==> config.mk <==
export PLATFORM = sky130hd
export DESIGN_NAME = fetch_unit
export DESIGN_NICKNAME = d
export VERILOG_FILES = /design/src/rtl/fetch_unit.sv
export SDC_FILE = /design/constraint.sdc
export NUM_CORES = 1
export LEC_CHECK = 0
export BUFFER_PORTS_ARGS = -buffer_cell sky130_fd_sc_hd__buf_4
export CORE_MARGIN = 4
export CORE_UTILIZATION = 50
export CTS_CLUSTER_SIZE = 24
export DETAILED_ROUTE_END_ITERATION = 7
export PLACE_DENSITY = 0.78
export SKIP_LAST_GASP = 1
export SLEW_MARGIN = 10
export SYNTH_ARGS = -nofsm -noshare
export SYNTH_HDL_FRONTEND = slang
export SYNTH_SLANG_ARGS = --single-unit
==> constraint.sdc <==
create_clock -name clk -period 3.4 [get_ports clk]
set_input_delay 0.51 -clock clk [delete_from_list [all_inputs] [get_ports clk]]
set_output_delay 0.51 -clock clk [all_outputs]
set_load 0.01 [all_outputs]
==> src/rtl/fetch_unit.sv <==
// Instruction fetch stage: single-outstanding memory requester, prefetch FIFO,
// and halfword realigner for mixed 16/32-bit instructions feeding decode.
module fetch_unit #(
  parameter logic [31:0] BOOT_ADDR  = 32'h0000_0000,
  parameter int          FIFO_DEPTH = 2,
  localparam int RISCV_ADDR_WIDTH = 32,
  localparam int RISCV_WORD_WIDTH = 32
) (
  input  logic                        clk,
  input  logic                        rst_n,
  output logic                        instr_req_o,
  output logic [RISCV_ADDR_WIDTH-1:0] instr_addr_o,
  input  logic                        instr_gnt_i,
  input  logic                        instr_rvalid_i,
  input  logic [RISCV_WORD_WIDTH-1:0] instr_rdata_i,
  input  logic                        redirect_i,
  input  logic [RISCV_ADDR_WIDTH-1:0] redirect_addr_i,
  input  logic                        ready_i,
  output logic                        valid_o,
  output logic [RISCV_WORD_WIDTH-1:0] instr_o,
  output logic [RISCV_ADDR_WIDTH-1:0] pc_o
);

  localparam int PTR_W = $clog2(FIFO_DEPTH);
  localparam int CNT_W = PTR_W + 1;

  typedef enum logic [1:0] {
    IDLE,
    WAIT_GNT,
    WAIT_RVALID
  } state_t;

  state_t state_q, state_d;

  logic [RISCV_WORD_WIDTH-1:0] fifo_mem [FIFO_DEPTH];
  logic [PTR_W-1:0]            rd_ptr_q, wr_ptr_q;
  logic [CNT_W-1:0]            count_q;
  logic [RISCV_ADDR_WIDTH-1:0] pc_q, fetch_addr_q, req_addr_q;
  logic                        discard_q, discard_d;

  logic [RISCV_WORD_WIDTH-1:0] head;
  logic [15:0]                 next_lo;
  logic                        has_head, has_next;
  logic                        is_comp, avail;
  logic [RISCV_WORD_WIDTH-1:0] instr_raw;
  logic [RISCV_ADDR_WIDTH-1:0] pc_inc, target_word;
  logic                        fire, pop, push;

  assign head        = fifo_mem[rd_ptr_q];
  assign next_lo     = fifo_mem[rd_ptr_q + PTR_W'(1)][15:0];
  assign has_head    = (count_q != '0);
  assign has_next    = (count_q >= CNT_W'(2));
  assign target_word = {redirect_addr_i[31:2], 2'b00};

  // Aligner: pick the instruction starting at pc_q within the head word
  always_comb begin
    is_comp   = 1'b0;
    instr_raw = head;
    avail     = has_head;
    if (!pc_q[1]) begin
      is_comp   = (head[1:0] != 2'b11);
      instr_raw = is_comp ? {16'b0, head[15:0]} : head;
    end else begin
      is_comp = (head[17:16] != 2'b11);
      if (is_comp) begin
        instr_raw = {16'b0, head[31:16]};
      end else begin
        instr_raw = {next_lo, head[31:16]};
        avail     = has_head && has_next;
      end
    end
  end

  assign valid_o = avail;
  assign instr_o = avail ? instr_raw : '0;
  assign pc_o    = pc_q;

  assign fire   = avail && ready_i && !redirect_i;
  assign pc_inc = pc_q + (is_comp ? 32'd2 : 32'd4);
  // A pop happens only once the consumed instruction leaves the head word
  assign pop    = fire && (pc_inc[31:2] != pc_q[31:2]);
  assign push   = (state_q == WAIT_RVALID) && instr_rvalid_i && !discard_q && !redirect_i;

  assign instr_req_o  = (state_q == WAIT_GNT);
  assign instr_addr_o = req_addr_q;

  always_comb begin
    state_d = state_q;
    case (state_q)
      IDLE:        if (count_q < CNT_W'(FIFO_DEPTH)) state_d = WAIT_GNT;
      WAIT_GNT:    if (instr_gnt_i) state_d = WAIT_RVALID;
      WAIT_RVALID: if (instr_rvalid_i) state_d = IDLE;
      default:     state_d = IDLE;
    endcase
  end

  // Any redirect with a request in flight marks that response as stale
  always_comb begin
    discard_d = discard_q;
    if ((state_q == WAIT_RVALID) && instr_rvalid_i) begin
      discard_d = 1'b0;
    end else if (redirect_i && (state_q != IDLE)) begin
      discard_d = 1'b1;
    end
  end

  always_ff @(posedge clk or negedge rst_n) begin
    if (!rst_n) begin
      state_q      <= IDLE;
      discard_q    <= 1'b0;
      pc_q         <= {BOOT_ADDR[31:1], 1'b0};
      fetch_addr_q <= {BOOT_ADDR[31:2], 2'b00};
      req_addr_q   <= {BOOT_ADDR[31:2], 2'b00};
    end else begin
      state_q   <= state_d;
      discard_q <= discard_d;

      if (redirect_i) begin
        pc_q <= {redirect_addr_i[31:1], 1'b0};
      end else if (fire) begin
        pc_q <= pc_inc;
      end

      if (redirect_i) begin
        fetch_addr_q <= target_word;
      end else if ((state_q == WAIT_GNT) && instr_gnt_i && !discard_q) begin
        fetch_addr_q <= fetch_addr_q + 32'd4;
      end

      // Address is captured once per request and held until the grant
      if ((state_q == IDLE) && (state_d == WAIT_GNT)) begin
        req_addr_q <= redirect_i ? target_word : fetch_addr_q;
      end
    end
  end

  always_ff @(posedge clk or negedge rst_n) begin
    if (!rst_n) begin
      rd_ptr_q <= '0;
      wr_ptr_q <= '0;
      count_q  <= '0;
    end else if (redirect_i) begin
      rd_ptr_q <= '0;
      wr_ptr_q <= '0;
      count_q  <= '0;
    end else begin
      if (push) wr_ptr_q <= wr_ptr_q + PTR_W'(1);
      if (pop)  rd_ptr_q <= rd_ptr_q + PTR_W'(1);
      case ({push, pop})
        2'b10:   count_q <= count_q + CNT_W'(1);
        2'b01:   count_q <= count_q - CNT_W'(1);
        default: count_q <= count_q;
      endcase
    end
  end

  always_ff @(posedge clk) begin
    if (push) fifo_mem[wr_ptr_q] <= instr_rdata_i;
  end

endmodule

Word level (Yosys, flattened, before mapping)
Memories as Yosys holds them, arrays and structs flattened.
Cells that the tools add are included.
- word-level logic and storage cells: 74
- memory bits (writable): 64
- output and inout port bits: 98
- memories kept: 1
- input port bits: 70
- bits in registers: 103
- mux-type cells: 27
- $lt $le $gt $ge: 2
- reduce and logical (&&, ||, !) cells: 22
- add/sub/neg operators: 6
- equal/unequal tests: 8
- memories (memory ; depth ; bits a word ; rd ports ; clocked after Yosys merged registers in ; wr ports ; RTL line ; source):
    fifo_mem ; 2 ; 32 ; 2 ; 0 ; 1 ; 35 ; logic [RISCV_WORD_WIDTH-1:0] fifo_mem [FIFO_DEPTH];
- operators with widths (cell ; count):
    $mux 32 ; 9
    $add 32x3->32 ; 1
    $add 32x3->32 const B ; 1
    $ne 30x30->1 ; 1
    $reduce_bool 2->1 ; 7
    $logic_and 1x1->1 ; 11
    $mux 1 ; 11
    $mux 2 ; 4
    $eq 2x1->1 const B ; 3
    $pmux 2 s3 ; 1
    $eq 2x2->1 const B ; 2
    $ne 2x2->1 const B ; 2
    $pmux 2 s2 ; 1
    $mux 3 ; 1
    $reduce_bool 3->1 ; 1
    $add 1x1->1 const B ; 2
    $add 2x1->2 const B ; 1
    $ge 2x2->1 const B ; 1
    $logic_not 1->1 ; 2
    $logic_not 2->1 ; 1
    $lt 2x2->1 const B ; 1
    $sub 2x1->2 const B ; 1

Logic depth before layout (Yosys ltp)
Gate-level depths: netlist of run 1.
- depth after elaboration: 10
- depth in mapped cells: 14

Worst setup path after synthesis of run 1
OpenSTA, ideal clock, no wires.
- kind: register -> register
- start: register rd_ptr_q
- end: register pc_q[27], in the netlist pc_o[27]
- data arrival time: 3.381 ns
- stages on the path, launching flop included: 15
- period minus slack after synthesis: 3.463 ns
- path slack: -0.063 ns
- cell sequence: dfrtp_1 > buf_4 > nor2b_1 > a32o_1 > and2_1 > clkbuf_1 > clkbuf_1 > nor2_1 > fa_1 > and2b_1 > a32oi_4 > or2_1 > buf_2 > or4_1 > a31oi_1
- cells in the longest elaborated chain, start to end: 7
- elaborated cells on any way between the ends: 13
- classes of those cells: add/sub: 1; eq/ne: 2; mux: 6; reduce/logical: 3; memory: 1
- ends and longest elaborated chain (what ; RTL line ; source):
    start: declaration ; 36 ; logic [PTR_W-1:0] rd_ptr_q, wr_ptr_q;
    start signal: assignment ; 148 ; if (pop) rd_ptr_q <= rd_ptr_q + PTR_W'(1);
    $mem_v2 2x32 (*) ; -- ;
    $ne 2x2->1 (on tied branches) ; 61, 64 ;
    $mux 1 (on tied branches) ; 60, 65 ;
    $mux 3 / $mux 1 (equally long branches) ; 79, 60 ;
    $add 32x3->32 / $logic_and 1x1->1 (equally long branches) ; 79, 78 ;
    $mux 32 / $logic_and 1x1->1 (equally long branches) ; 120, 78 ;
    $mux 32 / $reduce_bool 2->1 (equally long branches) ; -- ;
    end signal: assignment ; 111 ; pc_q <= {BOOT_ADDR[31:1], 1'b0};
    end signal: assignment ; 119 ; pc_q <= {redirect_addr_i[31:1], 1'b0};
    end signal: assignment ; 121 ; pc_q <= pc_inc;
    end: declaration ; 38 ; logic [RISCV_ADDR_WIDTH-1:0] pc_q, fetch_addr_q, req_addr_q;
Every way passes the cells marked *; elsewhere a longest branch is shown, timed or not. The select of a mux whose other input is x is not followed.
A chain may end at the register's enable or synchronous reset.

Final worst setup path of run 1
Same ends and word-level chain as after synthesis.

==> results.cfg, run 1 <==
[setup_path]
critPathBufInv = 1
worstPathRequired_ns = 3.75
crit_path_end_kind = register
ff2ff_setup_slack_ns = 0.28
cp_slowest_cell = or4_1
crit_chain = buf_4, nand3b_1, nand3_1, fa_1, and2b_1, a32oi_4, or2_1, or4_1, a31oi_1
worstSetupStartpointType = register
path_class = register to register
critPathMaxFanout = 20
reg2reg_depth = 9
crit_family = simple AND/OR/NAND/NOR gates
crit-reg2reg-launch = rd_ptr_q
crit_path_max_incr_delay_ns = 0.55
arrival_ns = 3.47
rr_endpoint = pc_o[27]

[sta]
hold_viol = 0
setup_viol = 0
worstMarginPinSlew_ns = 0.809
setup_tns_ns = 0
period_share = 0.918
rsz0062_at_grt = no
slew_viol_final = 0
fmax_mhz = 321
post-route-min-period_ns = 3.12
fin_skew_ns = 0.00720
max_slew_margin = 0.461

[logic_synthesis]
synth_largest_area_cell = dfrtp_1
ys_seq_area_frac = 0.530
post-synth-top-count-cell = dfrtp_1
synthTopCellsByCount = 99 x dfrtp_1, 89 x nor2_1, 64 x edfxtp_1
synth_seq_cells = 163
syn_area_um2 = 8300
synth_xor_area_frac = 0.0507
synth.net_count = 820
synth_edf_count = 64
synth_compound_area_frac = 0.113
synthSimpleGateAreaFrac = 0.146
yosys.cell_types.count = 58
synth_top_family_by_area = simple AND/OR/NAND/NOR gates
yosys-top-cells-area = dfrtp_1 30%, edfxtp_1 23%, mux2_2 6.5%
syn_inst = 747
synthFlopType = dfrtp_1
yosys.area_share.adder = 0.00543
syn_area_per_cell_um2 = 11.1
synthArstFlopShare = 0.607
muxShareOfSynthArea = 0.121
synth_top_area_share = 0.299
ys_warn_count = 0

[route]
ant_nets = 0
drt_wl_total_mm = 20.7
drc_errors = 0
vias = 6484
wl_per_cell_um = 18.4
first_pass_iters = 5
drt_iter0_drc = 497
routed_via_density = 5.76

[run_status]
status = finished, final reports clean

[clock_tree]
clk-insertion-delay-late_ns = 0.43
cts-resized-gates = 0
htree_levels = 4
path_clk_slew_ns = 0.07
root_buffer = clkbuf_16
postCtsSetupBuffers = 0
clockBufferDepth = 2
cts_tree = built
cts_hold_buffers = 0
cts_num_sinks = 163
cts_buffers = 17

[power]
p_per_area_nw_per_um2 = 565
p_int_mw = 4.01
p_comb_frac = 0.241
p_leak_nw = 4.14
switching_power_mw = 1.82
clkPwrFrac = 0.321
power_frac_seq = 0.438
switching_share = 0.312
p_total_mw = 5.82
vdd_drop_max_uv = 396

[floorplan]
die_y_um = 137
coreArea_um2 = 16100
pin_count = 168
rows = 46
die_x_um = 137
start_util = 0.517
dieArea_um2 = 18700

[layout]
finalNetCount = 970
drive_gt1_frac = 0.302
syn2layout_area_growth_pct = 24.2
antenna_cells = 0
layout.cells.non_filler = 1126

[grt]
busiest_layer = met2
grt_max_degree = 63
met3_usage = 0.0654
grt_use_met1 = 0.295
grt_first_pass_wirelength_mm = 32.7
grt_pass1_vias = 6367
grt_use_total = 0.225
gr-total-overflow = 0
grtUsageMet2 = 0.360
antenna_found_initial = 0

[placed_design]
hpwl_mm = 14.3
port_buffers = 165
gp_congestion = 0.818
dp.cells = 1094

[min_path]
hold_path.class = input pin to asynchronous set/reset pin

[job]
max_cap_violations = 0
## sequential cells by signal (all words and copies together) (netlist names)
name / count
instr_addr_o: 31
pc_o: 31
fifo_mem: 64
count_q: 2
state_q: 2
discard_q: 1
wr_ptr_q: 1
fetch_addr_q: 30
rd_ptr_q: 1
## per-stage QoR
stage	setup WS (ns)	area, um^2	util	hold slack [ns]
global route	0.0966	10300	0.642	0.206
CTS	0.288	10300	0.642	0.177
finish	0.280	10300	0.642	0.149
global placement	0.384	9730	0.606	0.508
detailed placement	0.298	9730	0.606	0.521
floorplan	0.0306	8300	-	0.214
## cells in the final DEF (no fill, tap or decap), drive strengths merged, types with 5 or more instances in the layout
cell type	count
xnor2	25
o21ai	5
nor2	89
buf	182
a22oi	16
mux2	48
dfrtp	99
nand3	16
clkbuf	17
and4	7
a21oi	50
o31ai	5
nor4	13
xor2	23
edfxtp	64
nand4	16
nor3	15
a21boi	12
nand2b	9
a31oi	11
o31a	9
inv	26
nand2	25
and3	17
mux2i	46
a211oi	17
## power by group through the flow
stage	combinational [mW]	sequential, mW	clock [mW]
after floorplan	0.691	2.63	0
after global placement	1.38	2.57	0
after detailed placement	1.41	2.59	0
after CTS	1.42	2.55	1.89
after global routing	1.54	2.59	1.99
final	1.40	2.55	1.87
## per-layer routing
metal	wire length (um)	part of all wire	up-vias
met2	9940	0.48	234
li1	-	-	3043
met1	8750	0.42	3170
met4	489	0.024	0
met3	1530	0.074	37
met5	0	0	-
## worst max-delay path by stage
stage / start / end / cells after the start / slack [ns]
global placement: rd_ptr_q / pc_o[31] / 9 / 0.38
floorplan: rd_ptr_q / pc_o[27] / 14 / 0.03
detailed placement: rd_ptr_q / pc_o[27] / 9 / 0.30
global route: rd_ptr_q / pc_o[29] / 9 / 0.1
CTS: rd_ptr_q / pc_o[27] / 9 / 0.29
finish: rd_ptr_q / pc_o[27] / 9 / 0.28
## final cells by class
class                           count  area, um^2
Fill cell                        1272        5750
Sequential cell                   163        4400
Multi-Input combinational cell    516        3630
Timing Repair Buffer              182        1370
Clock buffer                       17         425
Tap cell                          216         270
Clock inverter                     15         145
Inverter                           17        63.8
## logic make-up after synthesis
| family | Yosys count |
|---|---|
| adders and majority gates | 3 |
| buffers and inverters | 68 |
| and+or+nand+nor | 233 |
| muxes | 94 |
| xor gates and xnor gates | 48 |
| other | 1 |
| DFF | 163 |
| AOI/OAI and AO/OA | 137 |
Note: power is estimated with default switching activity, not from simulation.
==> inputs of run 2 (changes only) <==
Settings changed: CORE_UTILIZATION 50 to 52, CTS_BUF_LIST from default to sky130_fd_sc_hd__clkbuf_4 sky130_fd_sc_hd__clkbuf_8, PLACE_DENSITY 0.78 to 0.88.
==> results.cfg, run 2 (same netlist as run 1, synthesis figures left out) <==
[route]
first_pass_iters = 7
ant_nets = 0
drt_wl_total_mm = 20.4
drt_iter0_drc = 532
drc_errors = 0
vias = 6623
wl_per_cell_um = 18.3
routed_via_density = 5.91

[power]
p_leak_nw = 4.05
p_per_area_nw_per_um2 = 527
vdd_drop_max_uv = 385

[sta]
setup_viol = 0
period_share = 0.927
max_slew_margin = 0.462
fmax_mhz = 317
worstMarginPinSlew_ns = 0.804
fin_skew_ns = 0.0135
hold_viol = 0
setup_tns_ns = 0
post-route-min-period_ns = 3.15
slew_viol_final = 0
hold_slack_ns = 0.0597
rsz0062_at_grt = no

[layout]
layout.cells.non_filler = 1120
final_common_cell = buf_4
antenna_cells = 0
largest_register = fifo_mem
largest_reg_flops = 64
nFillCells = 1200
layout_common_cells = 180 x buf_4, 98 x dfrtp_1, 88 x nor2_1
syn2layout_area_growth_pct = 21.9
finalNetCount = 969
drive_gt1_frac = 0.300
finalCoreUtilization = 0.655
register_area_um2 = 4400
multiInputGateArea_um2 = 3630

[setup_path]
worstSetupStartpointType = register
critPathMaxFanout = 18
cp_slowest_cell = or4_1
crit_chain = buf_4, nand4_2, nand2_1, nor2_1, fa_1, and2b_1, a32oi_4, or2_1, or4_1, a31oi_1
crit_path_max_incr_delay_ns = 0.55
worstPathRequired_ns = 3.79
arrival_ns = 3.54
path_class = register to register
crit_path_end_kind = register

[grt]
grt_first_pass_wirelength_mm = 32.4
grt_pass1_vias = 6435
grt_max_degree = 100
gr-total-overflow = 0
antenna_found_initial = 0
grt_use_total = 0.225

[clock_tree]
cts_hold_buffers = 0
clk-insertion-delay-late_ns = 0.46
path_clk_slew_ns = 0.10
cts_tree = built
htree_levels = 4
postCtsSetupBuffers = 0
clockBufferDepth = 2
cts_num_sinks = 163
cts_buffers = 17
root_buffer = clkbuf_8
cts-resized-gates = 0

[run_status]
status = finished, final reports clean

[job]
max_cap_violations = 0

[placed_design]
gp_congestion = 0.838
port_buffers = 165
dp.cells = 1088
hpwl_mm = 14.1

[floorplan]
rows = 45
coreArea_um2 = 15400
start_util = 0.538
die_x_um = 134
die_y_um = 134
dieArea_um2 = 18000
pin_count = 168

[min_path]
hold_path.class = input pin to asynchronous set/reset pin
[run 2: critical path: cells and delay by family (launching register included)]
| family | cells | cell delay (ns) |
|---|---|---|
| compound gates | 2 | 0.36 |
| buf+inv | 1 | 0.28 |
| fa+ha+maj | 1 | 0.40 |
| flops | 1 | 0.42 |
| simple gates | 6 | 1.62 |
[run 2: final cells by class]
cell class                 instances  area share
sequential                       163       0.435
multi-input combinational        516       0.359
timing repair buffer             181       0.136
tap                              211      0.0261
clock buffer                      17      0.0231
clock inverter                    15      0.0145
inverter                          17     0.00631
[run 2: final timing paths]
kind	start	to	slack (ns)	cells after the start
setup reg to reg	rd_ptr_q	pc_o[27]	0.25	10
setup / recovery	rd_ptr_q	pc_o[27]	0.25	10
min in group clk	instr_rdata_i[30]	fifo_mem[1][30]	0.23	1
max in group asynchronous	rst_n	rd_ptr_q	2.85	2
hold reg to reg	instr_addr_o[30]	instr_addr_o[30]	0.54	2
hold / removal	rst_n	instr_addr_o[10]	0.06	2
[run 2: power breakdown]
group,internal (mW),leakage (nW),switching [mW],total (mW)
logic,0.657,2.17,0.757,1.41
registers,2.32,1.70,0.225,2.55
clock network,0.598,0.189,0.773,1.37
[run 2: layer usage]
metal,GRT usage,wire [um],part of all wire
met1,0.288,8270,0.40
met2,0.360,9830,0.48
met3,0.0544,1600,0.078
met4,0.108,753,0.037
met5,0,0,0
[run 2: stage by stage]
stage          total power, mW  setup WS (ns)  area (um^2)
6_report                  5.33          0.248        10100
4_1_cts                   5.37          0.239        10100
3_3_place_gp              3.94          0.356         9730
3_5_place_dp              4.01          0.255         9730
5_1_grt                   5.61         0.0972        10100
2_1_floorplan             3.32         0.0306         8300
